$ cat src/rtl/attn_row_sequencer.sv
// Row sequencer for the online-softmax attention pipeline: Q-load request, then K/V row stream per query.
// Optional stall counter on the K/V port is built only when ROW_STALL_CNT_EN is defined.
module attn_row_sequencer #(
  parameter int MAX_SEQ      = 64,
  parameter int MAX_Q        = 64,
  parameter int MAX_INFLIGHT = 2
) (
  input  logic                       clk,
  input  logic                       rst,
  input  logic                       start,
  input  logic [$clog2(MAX_SEQ):0]   seq_len,
  input  logic [$clog2(MAX_Q):0]     num_q,
  output logic                       busy,
  output logic                       done,
  output logic                       q_req_vld,
  input  logic                       q_req_rdy,
  output logic [$clog2(MAX_Q)-1:0]   q_idx,
  output logic                       kv_vld,
  input  logic                       kv_rdy,
  output logic [$clog2(MAX_SEQ)-1:0] kv_idx,
  output logic                       kv_first,
  output logic                       kv_last,
  input  logic                       row_done,
  output logic [31:0]                stall_cnt
);

  localparam int SW = $clog2(MAX_SEQ);
  localparam int QW = $clog2(MAX_Q);
  localparam int IW = $clog2(MAX_INFLIGHT + 1);
  localparam logic [SW:0]   SEQ_MAX = (SW + 1)'(MAX_SEQ);
  localparam logic [QW:0]   Q_MAX   = (QW + 1)'(MAX_Q);
  localparam logic [IW-1:0] IF_MAX  = IW'(MAX_INFLIGHT);

  typedef enum logic [1:0] {S_IDLE, S_LOAD_Q, S_STREAM, S_DRAIN} state_t;

  state_t        state_q, state_d;
  logic          busy_q, busy_d;
  logic          done_q, done_d;
  logic          q_req_vld_q, q_req_vld_d;
  logic [QW-1:0] q_idx_q, q_idx_d;
  logic          kv_vld_q, kv_vld_d;
  logic [SW-1:0] kv_idx_q, kv_idx_d;
  logic          kv_first_q, kv_first_d;
  logic          kv_last_q, kv_last_d;
  logic [SW:0]   seq_len_q, seq_len_d;
  logic [QW:0]   num_q_q, num_q_d;
  logic [IW-1:0] inflight_q, inflight_d;

  logic          q_hs, kv_hs, rd_dec, can_req;
  logic [SW:0]   seq_clamp;
  logic [QW:0]   numq_clamp;

  assign q_hs       = q_req_vld_q && q_req_rdy;
  assign kv_hs      = kv_vld_q && kv_rdy;
  assign rd_dec     = row_done && (inflight_q != '0);
  assign seq_clamp  = (seq_len > SEQ_MAX) ? SEQ_MAX : seq_len;
  assign numq_clamp = (num_q > Q_MAX) ? Q_MAX : num_q;

  // Request eligibility looks at the post-update count so a row_done frees a slot on the very next cycle.
  always_comb begin
    inflight_d = inflight_q;
    if (q_hs && !rd_dec) begin
      inflight_d = inflight_q + IW'(1);
    end else if (!q_hs && rd_dec) begin
      inflight_d = inflight_q - IW'(1);
    end
    can_req = (inflight_d < IF_MAX);
  end

  always_comb begin
    state_d     = state_q;
    busy_d      = busy_q;
    done_d      = 1'b0;
    q_req_vld_d = q_req_vld_q;
    q_idx_d     = q_idx_q;
    kv_vld_d    = kv_vld_q;
    kv_idx_d    = kv_idx_q;
    kv_first_d  = kv_first_q;
    kv_last_d   = kv_last_q;
    seq_len_d   = seq_len_q;
    num_q_d     = num_q_q;

    case (state_q)
      S_IDLE: begin
        if (start) begin
          seq_len_d = seq_clamp;
          num_q_d   = numq_clamp;
          if (seq_clamp == '0 || numq_clamp == '0) begin
            done_d = 1'b1;
          end else begin
            state_d     = S_LOAD_Q;
            busy_d      = 1'b1;
            q_idx_d     = '0;
            kv_idx_d    = '0;
            q_req_vld_d = can_req;
          end
        end
      end

      S_LOAD_Q: begin
        if (q_hs) begin
          q_req_vld_d = 1'b0;
          state_d     = S_STREAM;
          kv_vld_d    = 1'b1;
          kv_idx_d    = '0;
          kv_first_d  = 1'b1;
          kv_last_d   = (seq_len_q == (SW + 1)'(1));
        end else begin
          // inflight cannot grow without our own handshake, so a raised request never drops.
          q_req_vld_d = can_req;
        end
      end

      S_STREAM: begin
        if (kv_hs) begin
          if (kv_last_q) begin
            kv_vld_d   = 1'b0;
            kv_idx_d   = '0;
            kv_first_d = 1'b0;
            kv_last_d  = 1'b0;
            if ((QW + 1)'(q_idx_q) + (QW + 1)'(1) == num_q_q) begin
              state_d = S_DRAIN;
            end else begin
              q_idx_d     = q_idx_q + QW'(1);
              state_d     = S_LOAD_Q;
              q_req_vld_d = can_req;
            end
          end else begin
            kv_idx_d   = kv_idx_q + SW'(1);
            kv_first_d = 1'b0;
            kv_last_d  = ((SW + 1)'(kv_idx_q) + (SW + 1)'(2) == seq_len_q);
          end
        end
      end

      S_DRAIN: begin
        if (inflight_q == '0) begin
          done_d  = 1'b1;
          busy_d  = 1'b0;
          state_d = S_IDLE;
        end
      end

      default: state_d = S_IDLE;
    endcase
  end

  always_ff @(posedge clk) begin
    if (rst) begin
      state_q     <= S_IDLE;
      busy_q      <= 1'b0;
      done_q      <= 1'b0;
      q_req_vld_q <= 1'b0;
      q_idx_q     <= '0;
      kv_vld_q    <= 1'b0;
      kv_idx_q    <= '0;
      kv_first_q  <= 1'b0;
      kv_last_q   <= 1'b0;
      seq_len_q   <= '0;
      num_q_q     <= '0;
      inflight_q  <= '0;
    end else begin
      state_q     <= state_d;
      busy_q      <= busy_d;
      done_q      <= done_d;
      q_req_vld_q <= q_req_vld_d;
      q_idx_q     <= q_idx_d;
      kv_vld_q    <= kv_vld_d;
      kv_idx_q    <= kv_idx_d;
      kv_first_q  <= kv_first_d;
      kv_last_q   <= kv_last_d;
      seq_len_q   <= seq_len_d;
      num_q_q     <= num_q_d;
      inflight_q  <= inflight_d;
    end
  end

  assign busy      = busy_q;
  assign done      = done_q;
  assign q_req_vld = q_req_vld_q;
  assign q_idx     = q_idx_q;
  assign kv_vld    = kv_vld_q;
  assign kv_idx    = kv_idx_q;
  assign kv_first  = kv_first_q;
  assign kv_last   = kv_last_q;

`ifdef ROW_STALL_CNT_EN
  logic [31:0] stall_cnt_q;

  // Backpressure cycles on the K/V port, restarted by every accepted job start.
  always_ff @(posedge clk) begin
    if (rst) begin
      stall_cnt_q <= '0;
    end else if (state_q == S_IDLE && start) begin
      stall_cnt_q <= '0;
    end else if (kv_vld_q && !kv_rdy && stall_cnt_q != '1) begin
      stall_cnt_q <= stall_cnt_q + 32'd1;
    end
  end

  assign stall_cnt = stall_cnt_q;
`else
  assign stall_cnt = '0;
`endif

endmodule

$ cat config.mk
export PLATFORM = sky130hd
export DESIGN_NAME = attn_row_sequencer
export DESIGN_NICKNAME = d
export VERILOG_FILES = /design/src/rtl/attn_row_sequencer.sv
export SDC_FILE = /design/constraint.sdc
export NUM_CORES = 1
export LEC_CHECK = 0
export ABC_CLOCK_PERIOD_IN_PS = 2460
export CAP_MARGIN = 20
export CORE_ASPECT_RATIO = 0.9
export CORE_MARGIN = 4
export CORE_UTILIZATION = 48
export DETAILED_ROUTE_END_ITERATION = 10
export PLACE_DENSITY = 0.81
export REMOVE_ABC_BUFFERS = 1
export SYNTH_ARGS = -nofsm -noshare
export SYNTH_HDL_FRONTEND = slang
export SYNTH_SLANG_ARGS = --single-unit
$ cat constraint.sdc
create_clock -name clk -period 2.46 [get_ports clk]
set_input_delay 0.492 -clock clk [delete_from_list [all_inputs] [get_ports clk]]
set_output_delay 0.492 -clock clk [all_outputs]
set_load 0.01 [all_outputs]
==> flow_summary.toml, run 1 <==
[yosys]
postSynthCellCount = 305
synth_area_leaders = "dfxtp_1, buf_4, a21oi_1"
syn_area_mm2 = 0.002406
avgSynthCellArea_um2 = 7.889
ys_warn_count = 0
synth_edf_count = 0
synthFlopType = "dfxtp_1"
synth_cell_type_count = 48
yosysTopAreaCellShare_pct = 29.95
synth-seq-area-share_pct = 29.95
yosysTopAreaCell = "dfxtp_1"
synthArstFlopShare_pct = 0
ys_ff_latch = 36

[worst_hold_path]
hp-class = "flop to flop"

[drt]
wl_met1_mm = 2.375
vias_per_cell = 5.369
first_iter_violations = 151
drt.antenna.violating_nets = 0
routed_wl_mm = 5.718
wl_met3_um = 432
num_vias = 2228
firstDrtPassIters = 4
highest-signal-layer = "met4"
wire_per_inst_um = 13.78
drc = 0
wl_met2_mm = 2.869

[sta]
fin_skew_ps = 15.42
setup-violations-final = 0
final.min_clock_period_ps = 2259
finalMaxSlewViolations = 0
setup_ws_ps = 201.2
setup_tns_ps = 0
rsz0062_at_grt = "false"
hold_violations = 0
fmaxAchievable_ghz = 0.4427
period_share_pct = 91.82

[grt]
globalRouteOverflowTotal = 0
antenna_found_initial = 0
track_usage_pct = 18.54
grt_pass1_vias = 2029
grt_pass1_wl_mm = 9.045
grt_max_degree = 42

[floorplan]
boundaryPins = 70
die_y_um = 75.17
rows = 24
die-area_mm2 = 0.006211
start_util_pct = 49.77
die_width_um = 82.63
core_mm2 = 0.004835

[clock_network]
holdBufCountCts = 0
tritoncts = "yes"
cts_max_level = 2
cts.clk_slew.worst_paths_ps = 80
cts_resized = 0
clock-sinks = 36
cts.path.max_buffers = 2
numCtsBuffers = 5
clk_latency_ps = 300
cts-root-buf = "clkbuf_8"
cts_setup_buffers = 0

[final_layout]
final_nets = 379
n_antenna_cell = 0
drive_above_1_share_pct = 8.857
fin_area_mm2 = 0.002895
area_growth_pct = 20.33

[worst_setup_path]
cp_max_fo = 11
crit_path_end_kind = "flop"
crit_arrival_ps = 2490
required_ps = 2690
crit_path_start_kind = "flop"
crit_type = "flop to flop"

[placement]
post_dp_cell_area_mm2 = 0.002788
portBuffers = 37
pre_cts_ws_ps = 65.50
place.gp.congestion = 0.8388
dp.final_hpwl_mm = 4.233

[power_and_ir_drop]
power.leakage_nw = 1.141
power_density_mw_per_mm2 = 753.9
ir_drop_mv = 0.4221

[job]
cap_violations = 0

[outcome]
outcome = "complete, no violations"
cells in the mapped netlist (2+ instances only):
library cell,number
inv_1,12
nor2_1,28
a31oi_1,2
nor2b_1,2
xor2_1,7
nor3_1,7
a31o_2,3
a41o_1,3
nor3b_1,13
dfxtp_1,36
o21a_1,2
nand3b_1,2
o21ai_0,9
clkbuf_1,10
nand2_1,19
a311oi_1,2
nand2b_1,10
or3b_2,3
ha_1,10
nor4_1,4
or3_1,2
and2_1,2
or4_1,2
nand4_1,6
xnor2_1,8
mux2i_1,4
nand3_1,11
or2_2,3
buf_4,32
a21oi_1,33
through the flow:
| step | power [W] | cells | hold WS (ps) | utilization, % |
|---|---|---|---|---|
| floorplan | 0.001323 | 293 | 442.8 | - |
| finish | 0.002183 | 415 | 484.8 | 59.89 |
| detailed placement | 0.001656 | 407 | 474.8 | 57.66 |
| global route | 0.002338 | 415 | 511.2 | 59.89 |
| global placement | 0.001633 | 407 | 459.5 | 57.66 |
| CTS | 0.002181 | 415 | 485.8 | 59.89 |
cells in the final DEF, fill, tap and decap left out, drive strengths merged, types with 3 or more instances in the layout:
master	n
nor4	4
nand4	6
ha	10
nand2b	10
clkdlybuf4s50	37
inv	12
o21ai	9
a21oi	34
nand3	12
xor2	7
xnor2	8
clkbuf	6
nor3b	13
mux2i	4
a41o	3
dfxtp	36
a31o	3
conb	32
buf	12
or4	3
nand2	19
nor3	7
or3b	3
or2	3
nor2	28
power breakdown:
group / internal (W) / switching (W)
clock: 0.000301 / 0.000226
combinational: 0.000400 / 0.000508
sequential: 0.000665 / 0.0000829
kinds of logic after synthesis:
logic type	count (synthesis)	share of synthesized area [%]
compound gates	66	17.11
xor+xnor	15	5.460
fa+ha+maj	10	5.200
buf+inv	55	13.88
flops	36	29.95
mux	4	1.664
other cells	1	0.1559
simple gates	118	26.57
worst max-delay path: stages, from the launching register on:
cell	delay, ps
dfxtp_1	490
ha_1	320
nand2b_1	110
o221ai_1	220
a21oi_1	100
or4_4	510
a311oi_1	280
a311o_1	160
layer usage:
| metal | GRT usage [%] | vias up |
|---|---|---|
| met4 | 6.171 | 0 |
| met3 | 4.785 | 6 |
| li1 | - | 1099 |
| met1 | 22.67 | 1045 |
| met2 | 31.76 | 78 |
| met5 | 0 | - |
cell type report:
type,instances,area [um2]
Clock buffer,6,72.57
Clock inverter,2,35.03
Fill cell,451,1939
Inverter,12,45.04
Multi-Input combinational cell,245,1468
Sequential cell,36,720.7
Tap cell,65,81.33
Timing Repair Buffer,49,473.0
flip-flops by register name (all words and copies together) (netlist names):
name	flops
kv_first	1
done	1
state_q	2
inflight_q	2
seq_len_q	7
kv_last	1
q_req_vld	1
num_q_q	7
busy	1
kv_idx	6
kv_vld	1
q_idx	6
path summary, 6_finish.rpt:
path	from	endpoint	slack [ps]	cells past startpoint
max	q_idx[0]$_SDFFE_PP0P_	q_idx[5]$_SDFFE_PP0P_	200	7
min	num_q_q[6]$_SDFFE_PP0P_	num_q_q[6]$_SDFFE_PP0P_	480	2
max reg2reg	q_idx[0]$_SDFFE_PP0P_	q_idx[5]$_SDFFE_PP0P_	200	7
min reg2reg	num_q_q[6]$_SDFFE_PP0P_	num_q_q[6]$_SDFFE_PP0P_	480	2
No activity file was read; power rests on OpenSTA's default activity.
==> inputs of run 2 (changes only) <==
- CTS_CLUSTER_DIAMETER: default -> 200
- HOLD_SLACK_MARGIN: default -> 0.15
==> results of run 2 <==
Same layout as run 1: the final DEF is identical, and so are final timing and power.
==> inputs of run 3 (changes only) <==
- CTS_BUF_LIST: default -> sky130_fd_sc_hd__clkbuf_8 sky130_fd_sc_hd__clkbuf_16
==> flow_summary.toml, run 3 (synthesis gave the netlist of run 1 again) <==
[final_layout]
fin_area_mm2 = 0.002895
n_antenna_cell = 0
drive_above_1_share_pct = 8.857
layout_common_cells = "clkdlybuf4s50_1, dfxtp_1, a21oi_1"
final_nets = 379
reg_top3 = "num_q_q: 7 flops, seq_len_q: 7 flops"
area_growth_pct = 20.33
layout_commonest_cell = "clkdlybuf4s50_1"
n_fill_cell = 451
final_util_pct = 59.89

[clock_network]
holdBufCountCts = 0
cts_max_level = 2
cts-root-buf = "clkbuf_8"
cts_setup_buffers = 0
cts_resized = 0
clk_latency_ps = 300
clock-sinks = 36
cts.clk_slew.worst_paths_ps = 80
cts.path.max_buffers = 2
numCtsBuffers = 5
tritoncts = "yes"

[power_and_ir_drop]
power_density_mw_per_mm2 = 752.3
p_clk_share_pct = 24.0
power.leakage_nw = 1.145
p_switching_w = 0.0008160
p_int_w = 0.001362
switching_share_pct = 37.47
ir_drop_mv = 0.4188
comb_power_share_pct = 41.7
power_frac_seq_pct = 34.3

[sta]
final.min_clock_period_ps = 2258
whs_ps = 484.6
rsz0062_at_grt = "false"
fmaxAchievable_ghz = 0.4429
fin_skew_ps = 15.76
finalMaxSlewViolations = 0
period_share_pct = 91.78
hold_violations = 0
setup_ws_ps = 202.2
setup_tns_ps = 0
setup-violations-final = 0

[drt]
firstDrtPassIters = 4
wire_per_inst_um = 13.81
drc = 0
first_iter_violations = 152
vias_per_cell = 5.369
routed_wl_mm = 5.731
drt.antenna.violating_nets = 0
num_vias = 2228

[grt]
grt_pass1_vias = 2029
grt_pass1_wl_mm = 9.045
grt_max_degree = 42
globalRouteOverflowTotal = 0
track_usage_pct = 18.54
antenna_found_initial = 0

[worst_setup_path]
slowest_delay_ps = 510
crit_type = "flop to flop"
crit_path_end_kind = "flop"
crit_path_start_kind = "flop"
path_cells = "ha_1 -> nand2b_1 -> o221ai_1 -> a21oi_1 -> or4_4 -> a311oi_1 -> a311o_1"
cp_max_fo = 11
crit_family = "compound AO/OA/AOI/OAI gates"
crit_arrival_ps = 2480
slowest_stage = "or4_4"
required_ps = 2690
worst-path-buf-inv = 0

[outcome]
outcome = "complete, no violations"

[floorplan]
start_util_pct = 49.77
boundaryPins = 70
core_mm2 = 0.004835
die_y_um = 75.17
rows = 24
die-area_mm2 = 0.006211
die_width_um = 82.63

[placement]
portBuffers = 37
post_dp_cell_area_mm2 = 0.002788
dp.final_hpwl_mm = 4.233
pre_cts_ws_ps = 65.50
place.gp.congestion = 0.8388

[job]
cap_violations = 0

[worst_hold_path]
hp-class = "flop to flop"
run 3: cell type report:
cell class | count | area (um2) | share of cell area [%]
multi-input cells | 245 | 1468 | 50.69
flip-flops and latches | 36 | 720.7 | 24.89
repair buffers | 49 | 473.0 | 16.34
well taps | 65 | 81.33 | 2.809
clock buffers | 5 | 68.82 | 2.377
inverters | 12 | 45.04 | 1.556
clock inverters | 3 | 38.79 | 1.340
run 3: path summary, 6_finish.rpt:
path,slack [ps],from,cells after the start,endpoint
worst min-delay path,480,num_q_q[6]$_SDFFE_PP0P_,2,num_q_q[6]$_SDFFE_PP0P_
worst max-delay path,200,q_idx[0]$_SDFFE_PP0P_,7,q_idx[5]$_SDFFE_PP0P_
worst max register to register,200,q_idx[0]$_SDFFE_PP0P_,7,q_idx[5]$_SDFFE_PP0P_
worst min register to register,480,num_q_q[6]$_SDFFE_PP0P_,2,num_q_q[6]$_SDFFE_PP0P_
run 3: per-stage QoR:
| step | instances | power, W |
|---|---|---|
| detailed placement | 407 | 0.001656 |
| global placement | 407 | 0.001633 |
| global route | 415 | 0.002334 |
| finish | 415 | 0.002178 |
| CTS | 415 | 0.002177 |
| floorplan | 293 | 0.001323 |
run 3: routing by layer:
metal  GRT usage, %  vias to the layer above  part of all wire (%)
li1               -                     1099                     -
met1          22.67                     1038                    42
met5              0                        -                     0
met2          31.76                       85                    50
met4          6.171                        0                  0.73
met3          4.785                        6                   7.6
run 3: power groups by stage:
stage               Combinational (W)  Sequential, W  Clock (W)
finish                       0.000908       0.000748   0.000522
global route                  0.00102       0.000759   0.000557
CTS                          0.000907       0.000748   0.000522
detailed placement           0.000895       0.000761          0
global placement             0.000875       0.000759          0
floorplan                    0.000567       0.000756          0
run 3: tightest hold or removal path, delay by kind of cell (launching register included):
family	cells	cell delay, ps
AOI/OAI and AO/OA	1	60
DFF	1	320
and+or+nand+nor	1	50
